[src/rtl/alu_issue_if.sv]
// Handshake, writeback and issued-bundle signals between the decode/issue stage and its neighbours.
// The stage takes the slave modport and its environment takes the master modport.
interface alu_issue_if #(
  parameter int XLEN = 32
);
  logic            in_valid;
  logic            in_ready;
  logic [31:0]     in_instr;
  logic [XLEN-1:0] in_pc;

  logic            wb_en;
  logic [4:0]      wb_rd;
  logic [XLEN-1:0] wb_data;

  logic            out_valid;
  logic            out_ready;
  logic [2:0]      out_funct3;
  logic            out_mod;
  logic [XLEN-1:0] out_val1;
  logic [XLEN-1:0] out_val2;
  logic [4:0]      out_rd;
  logic            out_we;
  logic            out_illegal;

  modport master (
    output in_valid, in_instr, in_pc, wb_en, wb_rd, wb_data, out_ready,
    input  in_ready, out_valid, out_funct3, out_mod, out_val1, out_val2,
           out_rd, out_we, out_illegal
  );

  modport slave (
    input  in_valid, in_instr, in_pc, wb_en, wb_rd, wb_data, out_ready,
    output in_ready, out_valid, out_funct3, out_mod, out_val1, out_val2,
           out_rd, out_we, out_illegal
  );
endinterface

[src/rtl/alu_issue.sv]
// RV32I decode/operand-issue stage: 1-cycle registered bundle, in_ready = !out_valid || out_ready.
// Optional ALU_ISSUE_BYPASS_EN forwards a same-edge writeback into the operands being read.
module alu_issue #(
  parameter int XLEN  = 32,
  parameter int NREGS = 32
) (
  input  logic        clk,
  input  logic        rst_n,
  alu_issue_if.slave  bus
);
  localparam logic [6:0] OPC_OP    = 7'b0110011;
  localparam logic [6:0] OPC_OPIMM = 7'b0010011;
  localparam logic [6:0] OPC_LUI   = 7'b0110111;
  localparam logic [6:0] OPC_AUIPC = 7'b0010111;

  logic [XLEN-1:0] regs [NREGS];

  logic [6:0]      opcode;
  logic [6:0]      funct7;
  logic [2:0]      f3;
  logic [4:0]      rs1;
  logic [4:0]      rs2;
  logic [4:0]      rd;
  logic [XLEN-1:0] imm_i;
  logic [XLEN-1:0] imm_u;
  logic [XLEN-1:0] rv1;
  logic [XLEN-1:0] rv2;

  logic [2:0]      d_funct3;
  logic            d_mod;
  logic [XLEN-1:0] d_val1;
  logic [XLEN-1:0] d_val2;
  logic [4:0]      d_rd;
  logic            d_we;
  logic            d_illegal;
  logic            accept;

  assign opcode = bus.in_instr[6:0];
  assign rd     = bus.in_instr[11:7];
  assign f3     = bus.in_instr[14:12];
  assign rs1    = bus.in_instr[19:15];
  assign rs2    = bus.in_instr[24:20];
  assign funct7 = bus.in_instr[31:25];
  assign imm_i  = {{20{bus.in_instr[31]}}, bus.in_instr[31:20]};
  assign imm_u  = {bus.in_instr[31:12], 12'h000};

  assign bus.in_ready = !bus.out_valid || bus.out_ready;
  assign accept       = bus.in_valid && bus.in_ready;

  always_ff @(posedge clk or negedge rst_n) begin
    if (!rst_n) begin
      for (int i = 0; i < NREGS; i++) regs[i] <= '0;
    end else if (bus.wb_en && bus.wb_rd != 5'd0) begin
      regs[bus.wb_rd] <= bus.wb_data;
    end
  end

  always_comb begin
    rv1 = (rs1 == 5'd0) ? '0 : regs[rs1];
    rv2 = (rs2 == 5'd0) ? '0 : regs[rs2];
`ifdef ALU_ISSUE_BYPASS_EN
    if (bus.wb_en && bus.wb_rd != 5'd0 && bus.wb_rd == rs1) rv1 = bus.wb_data;
    if (bus.wb_en && bus.wb_rd != 5'd0 && bus.wb_rd == rs2) rv2 = bus.wb_data;
`endif
  end

  always_comb begin
    d_funct3  = f3;
    d_mod     = 1'b0;
    d_val1    = '0;
    d_val2    = '0;
    d_illegal = 1'b0;
    case (opcode)
      OPC_OP: begin
        d_val1 = rv1;
        d_val2 = rv2;
        if (funct7 == 7'b0100000 && (f3 == 3'b000 || f3 == 3'b101)) d_mod = 1'b1;
        else if (funct7 != 7'b0000000) d_illegal = 1'b1;
      end
      OPC_OPIMM: begin
        d_val1 = rv1;
        d_val2 = imm_i;
        // Shift-immediates carry their SRA/SRL selector in the upper immediate bits.
        if (f3 == 3'b001 && funct7 != 7'b0000000) d_illegal = 1'b1;
        if (f3 == 3'b101) begin
          if (funct7 == 7'b0100000) d_mod = 1'b1;
          else if (funct7 != 7'b0000000) d_illegal = 1'b1;
        end
      end
      OPC_LUI: begin
        d_funct3 = 3'b000;
        d_val2   = imm_u;
      end
      OPC_AUIPC: begin
        d_funct3 = 3'b000;
        d_val1   = bus.in_pc;
        d_val2   = imm_u;
      end
      default: d_illegal = 1'b1;
    endcase
    if (d_illegal) begin
      d_funct3 = 3'b000;
      d_mod    = 1'b0;
      d_val1   = '0;
      d_val2   = '0;
    end
    d_rd = d_illegal ? 5'd0 : rd;
    d_we = !d_illegal && (rd != 5'd0);
  end

  always_ff @(posedge clk or negedge rst_n) begin
    if (!rst_n) begin
      bus.out_valid   <= 1'b0;
      bus.out_funct3  <= 3'b000;
      bus.out_mod     <= 1'b0;
      bus.out_val1    <= '0;
      bus.out_val2    <= '0;
      bus.out_rd      <= 5'd0;
      bus.out_we      <= 1'b0;
      bus.out_illegal <= 1'b0;
    end else if (accept) begin
      bus.out_valid   <= 1'b1;
      bus.out_funct3  <= d_funct3;
      bus.out_mod     <= d_mod;
      bus.out_val1    <= d_val1;
      bus.out_val2    <= d_val2;
      bus.out_rd      <= d_rd;
      bus.out_we      <= d_we;
      bus.out_illegal <= d_illegal;
    end else if (bus.out_ready) begin
      bus.out_valid <= 1'b0;
    end
  end
endmodule

[src/flat_wrapper.sv]
// flat-port wrapper written by rule: the top's interface ports become plain ports
module alu_issue_flat 
#(
  parameter int XLEN  = 32,
  parameter int NREGS = 32
)
  (clk, rst_n, bus_in_valid, bus_in_instr, bus_in_pc, bus_wb_en, bus_wb_rd, bus_wb_data, bus_out_ready, bus_in_ready, bus_out_valid, bus_out_funct3, bus_out_mod, bus_out_val1, bus_out_val2, bus_out_rd, bus_out_we, bus_out_illegal);
  alu_issue_if #(.XLEN(XLEN)) bus_i ();
  input  logic clk;
  input  logic rst_n;
  input wire logic [$bits(bus_i.in_valid)-1:0] bus_in_valid;
  input wire logic [$bits(bus_i.in_instr)-1:0] bus_in_instr;
  input wire logic [$bits(bus_i.in_pc)-1:0] bus_in_pc;
  input wire logic [$bits(bus_i.wb_en)-1:0] bus_wb_en;
  input wire logic [$bits(bus_i.wb_rd)-1:0] bus_wb_rd;
  input wire logic [$bits(bus_i.wb_data)-1:0] bus_wb_data;
  input wire logic [$bits(bus_i.out_ready)-1:0] bus_out_ready;
  output wire logic [$bits(bus_i.in_ready)-1:0] bus_in_ready;
  output wire logic [$bits(bus_i.out_valid)-1:0] bus_out_valid;
  output wire logic [$bits(bus_i.out_funct3)-1:0] bus_out_funct3;
  output wire logic [$bits(bus_i.out_mod)-1:0] bus_out_mod;
  output wire logic [$bits(bus_i.out_val1)-1:0] bus_out_val1;
  output wire logic [$bits(bus_i.out_val2)-1:0] bus_out_val2;
  output wire logic [$bits(bus_i.out_rd)-1:0] bus_out_rd;
  output wire logic [$bits(bus_i.out_we)-1:0] bus_out_we;
  output wire logic [$bits(bus_i.out_illegal)-1:0] bus_out_illegal;
  assign bus_i.in_valid = bus_in_valid;
  assign bus_i.in_instr = bus_in_instr;
  assign bus_i.in_pc = bus_in_pc;
  assign bus_i.wb_en = bus_wb_en;
  assign bus_i.wb_rd = bus_wb_rd;
  assign bus_i.wb_data = bus_wb_data;
  assign bus_i.out_ready = bus_out_ready;
  assign bus_in_ready = bus_i.in_ready;
  assign bus_out_valid = bus_i.out_valid;
  assign bus_out_funct3 = bus_i.out_funct3;
  assign bus_out_mod = bus_i.out_mod;
  assign bus_out_val1 = bus_i.out_val1;
  assign bus_out_val2 = bus_i.out_val2;
  assign bus_out_rd = bus_i.out_rd;
  assign bus_out_we = bus_i.out_we;
  assign bus_out_illegal = bus_i.out_illegal;
  alu_issue #(.XLEN(XLEN), .NREGS(NREGS)) u_core (.clk(clk), .rst_n(rst_n), .bus(bus_i));
endmodule
[config.mk]
export PLATFORM = sky130hd
export DESIGN_NAME = alu_issue_flat
export DESIGN_NICKNAME = d
export VERILOG_FILES = /design/src/rtl/alu_issue_if.sv /design/src/rtl/alu_issue.sv /design/src/flat_wrapper.sv
export SDC_FILE = /design/constraint.sdc
export NUM_CORES = 2
export LEC_CHECK = 0
export CORE_ASPECT_RATIO = 0.6
export CORE_MARGIN = 5
export CORE_UTILIZATION = 56
export DETAILED_ROUTE_END_ITERATION = 8
export PLACE_DENSITY = 0.81
export RECOVER_POWER = 100
export SYNTH_ARGS = -nofsm -noshare
export SYNTH_HDL_FRONTEND = slang
export SYNTH_SLANG_ARGS = --single-unit
[constraint.sdc]
create_clock -name clk -period 1.52 [get_ports clk]
set_input_delay 0.304 -clock clk [delete_from_list [all_inputs] [get_ports clk]]
set_output_delay 0.304 -clock clk [all_outputs]
set_load 0.02 [all_outputs]
==> results.md <==
* CP required at 2.20 ns
* Final wirelength at 231 mm
* Worst-skew pair later-pin latency at 0.75 ns
* Total of max-cap violations at 0
* Tmin final at 2.04 ns
* Yosys warns at 0
* Port bufs at 182
* Max Clk Rate at 490 MHz
* Row count at 90
* Antenna-violating nets left at 1
* Number of fill cells in the layout at 5791
* Initial antenna violation count at 10
* Hold Path Sink: u_core.bus.out_funct3[0]
* Setup Skew at 0.0383 ns
* Core area at 0.101 mm2
* Count of final setup violators at 551
* Worst Hold Class: primary input to register
* Slew Limit Headroom at 0.321
* GP Congestion at 0.994
* Failing checks: antenna rules, setup timing
* Leading area contributor after synthesis: dfrtp_1
* # DRC at 0
* Share of cells above drive strength 1 at 0.590
* Comb pwr share at 0.252
* Reg-to-Reg End: u_core.bus.out_val1[24]
* Detailed-route via count at 45800
* Initial DRC Count at 7962
* Area Growth Syn to Fin at 27.6%
* Seq. cell area at 0.0276 mm2
* Num ports at 183
* CP Max Fanout at 5
* Reg2Reg Setup Slack at -0.52 ns
* Die area at 0.109 mm2
* Critical path arrival at 2.72 ns
* Die width at 423 um
* Post-route setup TNS at -53.30 ns
* R2R depth at 10
* Most used DFF post-synth: dfrtp_1
* First-pass GRT wire length at 323 mm
* WHS Path Cells at 3
* Number of global-route vias before repair at 45800
* Yosys cell types at 55
* Slew Limit Fails at 0
* Fin nets at 4863
* Startpoint types: register
* Status: complete, but fails checks
* Top cell type's share of synthesized area at 0.481
* Syn Inst Count at 3923
* DR WL/cell at 37.3 um
* HP Start: bus_in_instr[12]
* FF+latch count, synth at 1100
* Grt total ovfl at 0
* Dpl cells at 5876
* Sw frac at 0.293
* Starting Density at 0.567
* Largest net degree at the start of global routing at 103
* CTS Root Cell: clkbuf_16
* WS Path Type: register to register
* Global Route Usage Sum at 0.404
* Clk pwr share at 0.316
* Cts bufs inserted at 99
* Mean Syn Cell Area at 14.6 um2
* Tcrit/Tclk final at 1.34
* Syn Nets at 4029
* Final setup margin at -0.521 ns
* H-tree depth reported by CTS at 3
* Leak pwr at 0.0328 uW
* Post-synth ARST share at 1.00
* Clock Tree Buf Depth at 3
* PD cells at 1230 mW/mm2
* Switching power of the nets at 26200 uW
* Clock Sinks at 1100
* Post-synth EDFFs at 0
* Clk slew on worst S/H paths at 0.07 ns
* Cell area after synthesis at 0.0572 mm2
* Peak supply drop at 1.17 mV
* RSZ-0062 raised after global routing: true
* P_int at 63300 uW
* Crit. End Element: register
* DIE HEIGHT at 258 um
* Seq/Total Area, Yosys at 0.481
* Post-detail-place hpwl at 149 mm
* Multi-input gate area at 0.0288 mm2
* Crit Reg-Reg Startpoint: u_core.bus.out_valid
* DR vias/cell at 7.41
* Seq pwr share at 0.432
* Final cell count without fillers at 6185
* Top cells by area, synth: dfrtp_1, mux2_2, mux4_2
* CTS tree: done
* Hold Vio Cnt, Final at 0
* DRT Pass-1 Iters at 8
* Worst Tran Pin Value at 1.02 ns
[what timing repair did]
item                                    CTS  global route
gates resized for setup                 708            93
setup buffers                            63            46
pin swaps                               117            59
gates cloned                             11             8
hold buffers                              1             0
hold endpoints to repair                753             0
endpoints found under the setup margin  325           447
[state kept, by name, summed over array words and instances (netlist names)]
signal	count
u_core.bus.out_valid	1
u_core.bus.out_we	1
u_core.bus.out_val2	32
u_core.bus.out_mod	1
u_core.bus.out_val1	32
u_core.bus.out_rd	5
u_core.bus.out_funct3	3
u_core.regs	1024
u_core.bus.out_illegal	1
[placed cells by master, fill, tap and decap left out, types with 29 or more instances in the layout]
cell	count
mux4_2	389
a22oi_2	30
clkdlybuf4s50_1	88
clkbuf_4	64
buf_12	140
o21ai_1	29
a221oi_2	35
buf_4	687
a221oi_1	30
dfrtp_1	1067
o21ai_2	32
a22o_1	48
nand2_1	51
nand3_1	48
mux2i_1	253
dfrtp_2	33
clkbuf_16	103
mux2_2	974
a22oi_1	174
buf_6	119
[metal layers]
metal,vias up,GRT usage,share of wire
met5,-,0,0.0014
met4,18,0.225,0.079
met3,1254,0.200,0.17
li1,16900,-,-
met2,4367,0.539,0.40
met1,23300,0.538,0.36
[cells in the mapped netlist, drive strengths merged, types with 50 or more instances]
cell    count
dfrtp    1100
mux2      992
mux4      389
mux2i     257
clkbuf    244
a22oi     204
buf       193
a221oi     71
o21ai      71
a22o       55
nand2      55
and3       51
nand3      50
[final cells by class]
cell class	count	share of cell area
diodes	14	0.000480
clock buffers	133	0.0383
clock inverters	48	0.0104
inverters	3	0.000154
multi-input cells	2384	0.395
flip-flops and latches	1100	0.377
well taps	1334	0.0228
repair buffers	1169	0.156
[kinds of logic after synthesis]
logic type	after synthesis	share of synthesized area
multiplexers	1638	0.393
flip-flops	1100	0.481
AO/OA/AOI/OAI	477	0.0619
buffers and inverters	440	0.0387
AND/OR/NAND/NOR	267	0.0254
XOR/XNOR	1	0.000153
[worst max-delay path by stage]
stage,endpoint,cells after the start,slack (ns),from
final,u_core.bus.out_val1[24],10,-0.52,u_core.bus.out_valid
after global routing,u_core.bus.out_val1[24],10,-0.54,u_core.bus.out_valid
after CTS,u_core.bus.out_val1[0],6,-0.46,u_core.regs[0]
after detailed placement,u_core.bus.out_val1[20],8,-1.22,bus_in_instr[18]
after global placement,u_core.bus.out_val1[20],8,-1.15,bus_in_instr[18]
after floorplan,u_core.bus.out_val2[15],9,-0.43,bus_in_instr[20]
[power groups by stage]
stage | Combinational [uW] | Clock [uW] | Sequential, uW
3_5_place_dp | 20600 | 0 | 38600
4_1_cts | 21500 | 28200 | 38100
6_report | 22500 | 28300 | 38700
3_3_place_gp | 19800 | 0 | 38100
2_1_floorplan | 12000 | 0 | 37400
5_1_grt | 23400 | 29400 | 38900
[worst max-delay path, cell delays in order (launching register included)]
cell and delay, ns:
dfrtp_1 0.40, nand2b_1 0.19, nand2_4 0.09, buf_6 0.14
nor3_4 0.25, buf_4 0.17, buf_6 0.14, nand3_4 0.14
buf_12 0.18, clkbuf_16 0.16, o21ai_1 0.12
[per-stage QoR]
step / worst slack, ns / instance area, um2 / total power (uW) / util / hold slack [ns]
final: -0.521 / 73100 / 89500 / 0.723 / 0.0583
after global routing: -0.538 / 73000 / 91700 / 0.723 / 0.0733
after CTS: -0.459 / 73500 / 87800 / 0.728 / 0.122
after detailed placement: -1.22 / 68200 / 59100 / 0.675 / 0.384
after global placement: -1.15 / 68200 / 57900 / 0.675 / 0.380
after floorplan: -0.427 / 57900 / 49400 / - / 0.00841
No activity file was read; power rests on OpenSTA's default activity.
